--- src/rtl/delay_ctrl.sv ---
`default_nettype none
// +----------------------------------------------------------------------------+
// | delay_ctrl: sequences delay-line retunes (jump/slew) and masks fill glitch |
// | Revision: 1.0                                                              |
// +----------------------------------------------------------------------------+
module delay_ctrl #(
  parameter int AW         = 8,
  parameter int INIT_DELAY = 0,
  parameter int FILL_PAD   = 2
) (
  input  logic          clk,
  input  logic          rst_n,
  input  logic          ce_in,
  input  logic          req_valid,
  input  logic [AW-1:0] req_delay,
  input  logic          req_slew,
  output logic          req_ready,
  output logic [AW-1:0] delay,
  output logic          out_valid,
  output logic          slewing,
  output logic          busy
);

  typedef enum logic [1:0] {
    S_FILL = 2'd0,
    S_RUN  = 2'd1,
    S_SLEW = 2'd2
  } state_t;

  localparam logic [AW-1:0] c_init_delay = AW'(INIT_DELAY);
  localparam logic [AW:0]   c_pad        = (AW+1)'(FILL_PAD);
  localparam logic [AW:0]   c_cnt_init   = {1'b0, c_init_delay} + c_pad;
  localparam logic [AW:0]   c_cnt_one    = (AW+1)'(1);

  state_t        state_q;
  logic [AW-1:0] delay_q;
  logic [AW-1:0] target_q;
  logic [AW:0]   cnt_q;
  logic          out_valid_q;
  logic          slewing_q;
  logic [AW-1:0] delay_step_d;

  // One unsigned step toward target; holds when already there, so never overshoots.
  always_comb begin
    delay_step_d = delay_q;
    if (target_q > delay_q) begin
      delay_step_d = delay_q + 1'b1;
    end else if (target_q < delay_q) begin
      delay_step_d = delay_q - 1'b1;
    end
  end

  always_ff @(posedge clk) begin
    if (!rst_n) begin
      state_q     <= S_FILL;
      delay_q     <= c_init_delay;
      target_q    <= c_init_delay;
      cnt_q       <= c_cnt_init;
      out_valid_q <= 1'b0;
      slewing_q   <= 1'b0;
    end else begin
      case (state_q)
        S_FILL: begin
          if (ce_in) begin
            // Saturating compare also covers a zero-length fill (FILL_PAD=0, delay 0).
            if (cnt_q <= c_cnt_one) begin
              cnt_q       <= '0;
              state_q     <= S_RUN;
              out_valid_q <= 1'b1;
            end else begin
              cnt_q <= cnt_q - c_cnt_one;
            end
          end
        end
        S_RUN: begin
          if (req_valid && (req_delay != delay_q)) begin
            if (req_slew) begin
              target_q  <= req_delay;
              slewing_q <= 1'b1;
              state_q   <= S_SLEW;
            end else begin
              delay_q     <= req_delay;
              cnt_q       <= {1'b0, req_delay} + c_pad;
              out_valid_q <= 1'b0;
              state_q     <= S_FILL;
            end
          end
        end
        S_SLEW: begin
          if (ce_in) begin
            delay_q <= delay_step_d;
            if (delay_step_d == target_q) begin
              slewing_q <= 1'b0;
              state_q   <= S_RUN;
            end
          end
        end
        default: begin
          state_q <= S_FILL;
        end
      endcase
    end
  end

  assign req_ready = (state_q == S_RUN);
  assign busy      = (state_q != S_RUN);
  assign delay     = delay_q;
  assign out_valid = out_valid_q;
  assign slewing   = slewing_q;

endmodule
`default_nettype wire

--- config.mk ---
export PLATFORM = sky130hd
export DESIGN_NAME = delay_ctrl
export DESIGN_NICKNAME = d
export VERILOG_FILES = /design/src/rtl/delay_ctrl.sv
export SDC_FILE = /design/constraint.sdc
export NUM_CORES = 1
export LEC_CHECK = 0
export ABC_AREA = 1
export CORE_ASPECT_RATIO = 1.2
export CORE_MARGIN = 2
export CORE_UTILIZATION = 62
export DETAILED_ROUTE_END_ITERATION = 6
export PLACE_DENSITY = 0.9
export SYNTH_ARGS = -nofsm -noshare
export SYNTH_HDL_FRONTEND = slang
export SYNTH_SLANG_ARGS = --single-unit
--- constraint.sdc ---
create_clock -name clk -period 3.35 [get_ports clk]
set_clock_uncertainty 0.1 [all_clocks]
set_input_delay 0.335 -clock clk [delete_from_list [all_inputs] [get_ports clk]]
set_output_delay 0.335 -clock clk [all_outputs]
set_load 0.01 [all_outputs]
== After elaboration in Yosys (flattened, before gate mapping) ==
Index checks and enable logic that the tools add are counted.
Widths: inputs -> output; s select.
Cells by class
  $add $sub $neg: 4
  magnitude comparators: 3
  eq/ne operators: 12
  muxes and demuxes: 28
  reductions and logical operators: 10
Operators with widths (number)
  $mux 8: 5
  $mux 9: 4
  $pmux 9 s2: 1
  $pmux 8 s2: 1
  $reduce_and 5->1: 3
  $mux 2: 6
  $ne 2x2->1 const B: 6
  $add 8x2->9 const B: 1
  $le 9x1->1 const B: 1
  $sub 9x1->9 const B: 1
  $add 8x1->8 const B: 1
  $eq 8x8->1: 1
  $gt 8x8->1: 1
  $lt 8x8->1: 1
  $mux 1: 8
  $ne 8x8->1: 1
  $reduce_and 4->1: 2
  $sub 8x1->8 const B: 1
  $pmux 2 s3: 1
  $ne 2x1->1 const B: 2
  $pmux 1 s2: 2
  $reduce_bool 2->1: 2
  $reduce_and 3->1: 1
  $eq 2x1->1 const B: 1
  other kinds (3): 3
Storage, ports and cells
  register bits: 29
  input bits: 13
  output and inout port bits: 12
  word-level logic and storage cells: 63

== Logic depth before layout (Yosys ltp) ==
  word-level depth: 7
  mapped depth: 24
  gate-level depth less buffers: 23

== Worst setup path before layout ==
OpenSTA, ideal clock, no wires.
  kind: register -> register
  from: reg delay_q[3] (netlist: delay[3])
  to: reg state_q[1]
  data arrival time: 2167 ps
  data required time: 3141 ps
  setup slack: 974 ps
  cell stages (with the launch flop): 21
  path buffers: 2
  period minus slack after synthesis: 2376 ps
  cell sequence: dfxtp_1 buf_2 inv_2 ha_1 a21oi_1 nand2_1 nand2_2 nand2_4 buf_6 nand2_1 nand2_1 nand2_1 nand2_1 nand2_1 nand3_1 nor2_1 nand2_1 nand2_1 nand3_1 nand2_1 inv_1
Between the ends
  longest elaborated chain between the ends: 6
  elaborated cells on any way between the ends: 12
Ends and longest elaborated chain
  start: declaration: line 36  | logic [AW-1:0] delay_q;
  start signal: assignment: line 56  | delay_q <= c_init_delay;
  start signal: assignment: line 82  | delay_q <= req_delay;
  start signal: assignment: line 91  | delay_q <= delay_step_d;
  $sub 8x1->8 or $lt 8x8->1 (tied branches): line 49, 48
  $mux 8: line 48  | end else if (target_q < delay_q) begin
  $mux 8: line 46  | if (target_q > delay_q) begin
  $eq 8x8->1: line 92  | if (delay_step_d == target_q) begin
  $ne 2x2->1 (no line)
  $reduce_and 5->1 (no line) (*)
  end signal: assignment: line 55  | state_q <= S_FILL;
  end signal: assignment: line 94  | state_q <= S_RUN;
  end signal: assignment: line 99  | state_q <= S_FILL;
  end: declaration: line 35  | state_t state_q;
Every way passes the cells marked *; elsewhere a longest branch is shown, timed or not.
A chain may end at the register's enable or synchronous reset.

== Final worst setup path ==
  from: reg delay_q[2] (netlist: delay[2])
  to: reg state_q[1]
Same word-level chain as after synthesis.

==> flow_summary.toml <==
[status]
status = "finished clean"

[floorplanning]
dieHeight_um = 73.9
die_w_um = 62.2
core_area_um2 = 3910
die_area_um2 = 4590
num_rows = 25
num_io_pins = 25
start_util = 0.645

[clocking]
htreeDepth = 2
clock_latency_ns = 0.29
cts_hold_buf = 0
cts-root-buf = "clkbuf_8"
clk_pin_slew_ns = 0.07
cts_resized = 0
cts_tree = "built"
postCtsSetupBuffers = 0
cts.path.max_buffers = 2
numClockSinks = 29
cts_inserted_buffers = 5

[setup_path]
critPathRequiredTime_ns = 3.44
r2r-start = "delay[2]"
start_kind = "flip-flop"
reg2reg_slack_ns = 0.39
path_class = "reg2reg"
crit_path_max_fanout = 11
r2r_end = "state_q[1]"
cp-end-kind = "flip-flop"
rr_worst_depth = 21
crit_arrival_ns = 3.04

[sta]
finalWorstSetupSlack_ns = 0.395
finalSetupViolCount = 0
min_period_over_period = 0.882
fin_setup_tns_ns = 0
worstMarginPinSlew_ns = 0.707
maxSlewHeadroom = 0.528
report.final.slew_viol_count = 0
fin_crit_ns = 2.96
hold_viol = 0
grt_setup_unrepaired = "false"
fmax_mhz = 338

[placement]
gp_congestion = 0.925
dp_slack_ns = 0.468
port_buffers = 24
place_hpwl_mm = 5.16
dp_cells = 475

[detailed_routing]
vias = 2736
drc = 0
drt_iter0_drc = 201
viasPerCell = 5.68
totalWireLength_mm = 6.86
ant_nets = 0
wire_per_inst_um = 14.2
first_pass_iters = 5

[min_path]
min_to = "slewing"
hp-class = "reg2reg"
hold_start = "slewing"
hold_depth = 2

[synth]
syn_area_um2 = 2520
async_flop_share = 0
synth_cell_types = 37
yosysSeqAreaShare = 0.230
synth-main-ff-cell = "dfxtp_1"
syn_avg_cell_area_um2 = 6.24
synth_seq_cells = 29
postSynthCellCount = 404
synth_edf_count = 0
yosysWarnings = 0
syn_nets = 430

[layout]
antenna_cells = 0
n_fill_cell = 336
drive_gt1_frac = 0.0818
nNetsFinal = 454
final_cell_count_no_fill = 482
synthToLayoutAreaGrowth_pct = 13.2

[grt]
grt_pass1_wl_mm = 11.6
grt_overflow_total = 0
grt_max_degree = 23
grt_use_total = 0.318
antenna_found_initial = 0
grt_pass1_vias = 2624

[run]
cap_violations = 0
Yosys cell counts, drive strengths merged, types with 2 or more instances:
master	number	area, µm²
clkbuf	2	11.3
a21oi	29	171
xor2	13	114
o21ai	19	98.8
nand2	115	457
inv	55	206
o211ai	2	15.0
a211oi	4	30.0
nor3	5	25.0
nand3	36	185
nand4	5	31.3
ha	13	163
nor4	2	12.5
nor2	51	211
xnor2	5	43.8
buf	7	66.3
o22ai	4	25.0
dfxtp	29	581
final cells by class:
| class | count | area, µm² | area share |
|---|---|---|---|
| clock buffers | 7 | 86.3 | 0.0303 |
| well taps | 54 | 67.6 | 0.0237 |
| flip-flops and latches | 29 | 581 | 0.204 |
| repair buffers | 26 | 255 | 0.0895 |
| inverters | 55 | 206 | 0.0724 |
| multi-input cells | 311 | 1660 | 0.581 |
critical path: stages (launching register included):
cell	delay, ns
dfxtp_1	0.57
inv_1	0.16
ha_1	0.31
nand2_1	0.05
inv_1	0.07
nand2_1	0.05
nand2_1	0.06
nand2_2	0.13
nand2_4	0.18
nand2_4	0.10
inv_1	0.18
nand2_1	0.15
nand2_1	0.09
nand2_1	0.05
nand2_1	0.06
nand2_1	0.05
nor2_1	0.17
nand2_1	0.08
nand2_1	0.07
nand3_1	0.07
nand2_1	0.06
inv_1	0.04
per-layer routing:
| layer | global-route usage | share of wire |
|---|---|---|
| met1 | 0.344 | 0.39 |
| met2 | 0.597 | 0.52 |
| met3 | 0.0567 | 0.053 |
| met4 | 0.173 | 0.039 |
| met5 | 0 | 0 |
cell usage in the layout, fill, tap and decap left out:
cell type and n:
nand2_2 4, a21oi_1 22, a21oi_2 7, nor4_1 2
nor2_2 5, nand3_1 35, o21ai_2 1, a211oi_1 4
clkbuf_8 6, nor3_1 5, xor2_1 13, o22ai_1 4
clkdlybuf4s50_1 24, nand2_4 2, o21ai_0 17, o221ai_1 1
nand2_1 109, xnor2_1 5, a22oi_1 1, inv_1 50
o41ai_2 1, o32ai_1 1, o21ai_1 1, nand3_2 1
nor2_4 1, nor2_1 45, nand3b_1 1, o2bb2ai_1 1
a21o_1 1, dfxtp_1 29, o211ai_1 2, clkbuf_1 1
inv_2 5, a32oi_1 1, ha_1 13, nand4_1 5
buf_4 2
stage by stage:
stage / hold slack, ns / util / cell area [µm²]
after floorplan: 0.361 / - / 2520
after global placement: 0.350 / 0.708 / 2770
after detailed placement: 0.352 / 0.708 / 2770
after CTS: 0.362 / 0.730 / 2850
after global routing: 0.385 / 0.730 / 2850
final: 0.363 / 0.730 / 2850
flip-flops by register name, summed over array words and instances, names as in the netlist:
register   count
cnt_q          9
delay          8
target_q       8
state_q        2
out_valid      1
slewing        1
kinds of logic (layout without fill, tap and decap cells):
group           count (synthesis)  count (layout)  share of synthesized area
simple gates                  215             215                      0.369
compound gates                 65              65                      0.161
buf+inv                        64              88                      0.113
flops                          29              29                      0.230
xor+xnor                       18              18                     0.0625
fa+ha+maj                      13              13                     0.0645
worst max-delay path by stage:
stage                             to      from
after floorplan           state_q[1]  delay[3]
after global placement    state_q[1]  delay[2]
after detailed placement  state_q[1]  delay[2]
after CTS                 state_q[1]  delay[2]
after global routing      state_q[1]  delay[2]
final                     state_q[1]  delay[2]
Power is left out: the tool's default activity adds up to more than one toggle a clock period on the data nets, which glitch-free logic cannot reach.
